[config.mk]
export PLATFORM = sky130hd
export DESIGN_NAME = input_loader_ctrl
export DESIGN_NICKNAME = d
export VERILOG_FILES = /design/src/rtl/input_loader_ctrl.sv
export SDC_FILE = /design/constraint.sdc
export NUM_CORES = 1
export LEC_CHECK = 0
export ABC_AREA = 1
export CAP_MARGIN = 0
export CORE_MARGIN = 5
export CORE_UTILIZATION = 48
export CTS_BUF_LIST = sky130_fd_sc_hd__clkbuf_8
export DETAILED_ROUTE_END_ITERATION = 8
export HOLD_SLACK_MARGIN = 0.12
export PLACE_DENSITY = 0.86
export SYNTH_ARGS = -nofsm -noshare
export SYNTH_HDL_FRONTEND = slang
export SYNTH_SLANG_ARGS = --single-unit
[constraint.sdc]
create_clock -name clk -period 1.66 [get_ports clk]
set_clock_uncertainty 0.15 [all_clocks]
set_input_delay 0.166 -clock clk [delete_from_list [all_inputs] [get_ports clk]]
set_output_delay 0.166 -clock clk [all_outputs]
set_load 0.01 [all_outputs]
[src/rtl/input_loader_ctrl.sv]
// input_loader_ctrl: packs streamed pixel bytes into 16-bit input-buffer words, starts the
// MLP accelerator, then gathers one or two class results and reports them with a done pulse.
module input_loader_ctrl #(
    parameter int NUM_PIX = 100,
    parameter int TIMEOUT = 1023
) (
    input  logic        clk,
    input  logic        rst_n,
    input  logic        go,
    input  logic        cfg_split,
    input  logic        s_valid,
    output logic        s_ready,
    input  logic [7:0]  s_data,
    output logic        buf_we,
    output logic [6:0]  buf_addr,
    output logic [15:0] buf_wdata,
    output logic        acc_start,
    output logic        acc_split,
    input  logic        acc_valid,
    input  logic [3:0]  acc_result,
    output logic        res_valid,
    output logic [3:0]  res_a,
    output logic [3:0]  res_b,
    output logic        res_err,
    output logic        busy
);
    typedef enum logic [2:0] {IDLE, LOAD, FLUSH, START, WAIT, DONE} state_t;

    state_t      state_q, state_d;
    logic [6:0]  pix_cnt_q, pix_cnt_d;
    logic [9:0]  wait_cnt_q, wait_cnt_d;
    logic        res_cnt_q, res_cnt_d;
    logic        split_q, split_d;
    logic        buf_we_q, buf_we_d;
    logic [6:0]  buf_addr_q, buf_addr_d;
    logic [15:0] buf_wdata_q, buf_wdata_d;
    logic        acc_start_q, acc_start_d;
    logic        res_valid_q, res_valid_d;
    logic [3:0]  res_a_q, res_a_d;
    logic [3:0]  res_b_q, res_b_d;
    logic        res_err_q, res_err_d;
    logic        hs;
    logic        last_res;
    logic        timed_out;

    assign s_ready   = (state_q == LOAD);
    assign busy      = (state_q != IDLE);
    assign hs        = s_valid && s_ready;
    // Split jobs expect a second strobe, so the last one arrives when res_cnt equals split.
    assign last_res  = acc_valid && (res_cnt_q == split_q);
    assign timed_out = (wait_cnt_q == 10'(TIMEOUT - 1));

    assign buf_we    = buf_we_q;
    assign buf_addr  = buf_addr_q;
    assign buf_wdata = buf_wdata_q;
    assign acc_start = acc_start_q;
    assign acc_split = split_q;
    assign res_valid = res_valid_q;
    assign res_a     = res_a_q;
    assign res_b     = res_b_q;
    assign res_err   = res_err_q;

    always_comb begin
        state_d     = state_q;
        pix_cnt_d   = pix_cnt_q;
        wait_cnt_d  = wait_cnt_q;
        res_cnt_d   = res_cnt_q;
        split_d     = split_q;
        buf_we_d    = 1'b0;
        buf_addr_d  = buf_addr_q;
        buf_wdata_d = buf_wdata_q;
        acc_start_d = 1'b0;
        res_valid_d = 1'b0;
        res_a_d     = res_a_q;
        res_b_d     = res_b_q;
        res_err_d   = res_err_q;
        case (state_q)
            IDLE: if (go) begin
                state_d   = LOAD;
                split_d   = cfg_split;
                pix_cnt_d = 7'd0;
                res_a_d   = 4'h0;
                res_b_d   = 4'h0;
                res_err_d = 1'b0;
            end
            LOAD: if (hs) begin
                buf_we_d    = 1'b1;
                buf_addr_d  = pix_cnt_q;
                buf_wdata_d = split_q ? {4'h0, s_data[7:4], 4'h0, s_data[3:0]} : {8'h00, s_data};
                pix_cnt_d   = pix_cnt_q + 7'd1;
                if (pix_cnt_q == 7'(NUM_PIX - 1)) state_d = FLUSH;
            end
            FLUSH: begin
                state_d     = START;
                acc_start_d = 1'b1;
            end
            START: begin
                state_d    = WAIT;
                res_cnt_d  = 1'b0;
                wait_cnt_d = 10'd0;
            end
            WAIT: begin
                wait_cnt_d = wait_cnt_q + 10'd1;
                if (acc_valid) begin
                    res_a_d   = res_cnt_q ? res_a_q : acc_result;
                    res_b_d   = res_cnt_q ? acc_result : res_b_q;
                    res_cnt_d = 1'b1;
                end
                // A final strobe landing on the timeout cycle still counts as success.
                if (last_res || timed_out) begin
                    state_d     = DONE;
                    res_valid_d = 1'b1;
                    res_err_d   = !last_res;
                end
            end
            DONE:    state_d = IDLE;
            default: state_d = IDLE;
        endcase
    end

    always_ff @(posedge clk or negedge rst_n) begin
        if (!rst_n) begin
            state_q     <= IDLE;
            pix_cnt_q   <= 7'd0;
            wait_cnt_q  <= 10'd0;
            res_cnt_q   <= 1'b0;
            split_q     <= 1'b0;
            buf_we_q    <= 1'b0;
            buf_addr_q  <= 7'd0;
            buf_wdata_q <= 16'h0000;
            acc_start_q <= 1'b0;
            res_valid_q <= 1'b0;
            res_a_q     <= 4'h0;
            res_b_q     <= 4'h0;
            res_err_q   <= 1'b0;
        end else begin
            state_q     <= state_d;
            pix_cnt_q   <= pix_cnt_d;
            wait_cnt_q  <= wait_cnt_d;
            res_cnt_q   <= res_cnt_d;
            split_q     <= split_d;
            buf_we_q    <= buf_we_d;
            buf_addr_q  <= buf_addr_d;
            buf_wdata_q <= buf_wdata_d;
            acc_start_q <= acc_start_d;
            res_valid_q <= res_valid_d;
            res_a_q     <= res_a_d;
            res_b_q     <= res_b_d;
            res_err_q   <= res_err_d;
        end
    end
endmodule

==> metrics.yaml <==
hold_viol: 0
critPathArrivalTime_ns: 1.29
postRouteAntennaNets: 0
dr_wl_met3_um: 321
ir_drop_uv: 724.1
crit_start: "acc_split"
yosysWarnings: 0
cts-root-buf: "clkbuf_8"
die_h_um: 81.90
synth_area_leader_cell: "dfrtp_1"
period_needed_ns: 1.608
top_layer: "met4"
synth_top_family_by_area: "simple AND/OR/NAND/NOR gates"
drt-pass1-iter-count: 4
met1_length_um: 2445
setup_viol: 0
drv_slew: 0
power_density_nw_per_um2: 1454
ios: 56
endpoint_kind: "primary output"
layout_setup_ws_ns: 0.05204
placed_cell_area_um2: 3103
clk_pin_slew_ns: 0.10
hpwl_um: 4233
min_period_over_period_pct: 96.86
cts_buffers: 5
die_w_um: 81.90
outcome: "complete, no violations"
grt_pass1_wl_um: 9446
synth-xor-area-share_pct: 0.3530
initial_core_util_pct: 48.89
setup_tns_ns: 0
drc_errors: 0
vias_per_cell: 4.952
antenna_cells: 0
maxCapViolCount: 0
crit_family: "buffers and inverters"
max_freq_ghz: 0.6219
grt_max_degree: 38
design_area_um2: 3279
cp_slowest_stage_delay_ns: 0.55
synth.avg_cell_area_um2: 8.326
critPathMaxFanout: 6
wl_met2_um: 2837
worstRegToRegCells: 7
cp.depth: 1
worstPathCellList: "clkdlybuf4s50_1"
critPathBufInv: 1
grt_pass1_vias: 2058
synth_top_area_share_pct: 53.45
hp-class: "in -> async"
totalWireLength_um: 5658
r2r-start: "state_q[1]"
ctsHtreeMaxLevel: 2
synth_area_leaders: "dfrtp_1 (53%), nand2_1 (13%), o21ai_1 (7.3%)"
worst_path_max_delay_cell: "clkdlybuf4s50_1"
wl_per_cell_um: 12.95
synth_simple_gate_area_share_pct: 25.47
via_count: 2164
critPathKind: "reg -> out"
syn_to_final_growth_pct: 32.17
yosysUniqueCellTypes: 24
synth_fa_ha_area_share_pct: 1.513
synth.cell_area_um2: 2481
clkSinkCount: 53
num_rows: 26
io_buffer_count: 51
yosys_register_bits: 53
postLayoutCoreUtil_pct: 64.62
seq_area_frac_synth_pct: 53.45
layout-drive-gt1-share_pct: 13.62
startpoint_type: "flip-flop"
place_ws_ns: 0.03808
crit_required_ns: 1.34
synth_compound_area_share_pct: 10.89
gp_congestion: 0.8492
drtIter0Drc: 95
cts_buffer_depth: 2
overflow: 0
cts_tree: "yes"
antenna_found_initial: 0
core_um2: 5075
nNetsFinal: 387
clk_latency_ns: 0.31
p_leak_nw: 1.597
netlist_instances: 298
grt_usage_pct: 18.18
fin_hold_ws_ns: 0.1742
synthMuxAreaShare_pct: 0
die_area_um2: 6707
placed cells by master, fill, tap and decap left out, drive strengths merged:
cell type      instances
a21oi                 10
buf                   17
clkbuf                 6
clkdlybuf4s50         48
clkinvlp               1
conb                   4
dfrtp                 53
dlygate4sd3            1
ha                     3
inv                   38
nand2                 90
nand3                 15
nand4                  9
nor2                  26
nor3                   4
o21ai                 39
o22ai                  1
o31ai                  1
xor2                   1
final timing paths:
| kind | slack (ns) | end |
|---|---|---|
| min in group clk | 0.24 | buf_wdata[1] |
| max in group asynchronous | 0.65 | acc_split |
| worst min-delay path | 0.17 | buf_addr[6] |
| worst max register to register | 0.10 | state_q[1] |
| worst min register to register | 0.34 | buf_wdata[2] |
| worst max-delay path | 0.05 | acc_split |
timing repair:
item | 4_1_cts | 5_1_grt
endpoints found under the setup margin | 3 | 10
pin swaps | 1 | 2
cloned | 0 | 0
gates resized for setup | 9 | 7
setup buffers | 4 | 3
hold endpoints to repair | 53 | 0
hold buffers | 1 | 0
cells in the mapped netlist:
cell type and count:
nand2_2 4, dfrtp_1 53, nor3_4 1, nor2_8 1, a21oi_1 10, buf_2 3, ha_1 3, conb_1 1
nor2_2 3, nand3_1 15, nand4_1 9, nor2_1 22, xor2_1 1, nand2_1 86, inv_2 8, nor3_1 3
o21ai_4 1, inv_1 28, o21ai_1 36, o31ai_1 1, buf_6 2, o22ai_1 1, o21ai_0 2, buf_4 4
flip-flops by register name, summed over array words and instances (netlist names):
| register | cells |
|---|---|
| buf_wdata | 12 |
| res_a | 4 |
| acc_split | 1 |
| state_q | 3 |
| res_err | 1 |
| res_valid | 1 |
| wait_cnt_q | 10 |
| res_cnt_q | 1 |
| res_b | 4 |
| acc_start | 1 |
| pix_cnt_q | 7 |
| buf_we | 1 |
| buf_addr | 7 |
final cells by class:
type	instances	area, um^2
clock buffers	5	68.82
clock inverters	3	25.02
fillers	453	1795
inverters	36	135.1
multi-input cells	203	991.0
flip-flops and latches	53	1329
well taps	70	87.58
repair buffers	67	643.1
metrics by stage:
stage                     std cells  power [mW]
final                           437       4.769
after global routing            437       5.127
after CTS                       434       4.734
after detailed placement        421       3.888
after global placement          421       3.810
after floorplan                 301       2.953
power breakdown:
part / internal, mW / switching (mW) / leakage, nW / total [mW]
clock: 0.308 / 0.461 / 0.0452 / 0.769
sequential: 1.61 / 0.219 / 0.709 / 1.83
combinational: 0.975 / 1.20 / 0.843 / 2.17
routing by layer:
layer / GRT usage [%] / vias up
met1: 23.40 / 1018
met4: 4.983 / 0
met3: 3.947 / 7
met5: 0 / -
met2: 30.86 / 54
li1: - / 1085
cells by family (layout without fill, tap and decap cells):
family	after synthesis	after routing
AOI/OAI and AO/OA	51	51
other	1	4
buffers and inverters	45	111
DFF	53	53
adders and majority gates	3	3
and+or+nand+nor	144	144
xor gates and xnor gates	1	1
No activity file was read; power rests on OpenSTA's default activity.
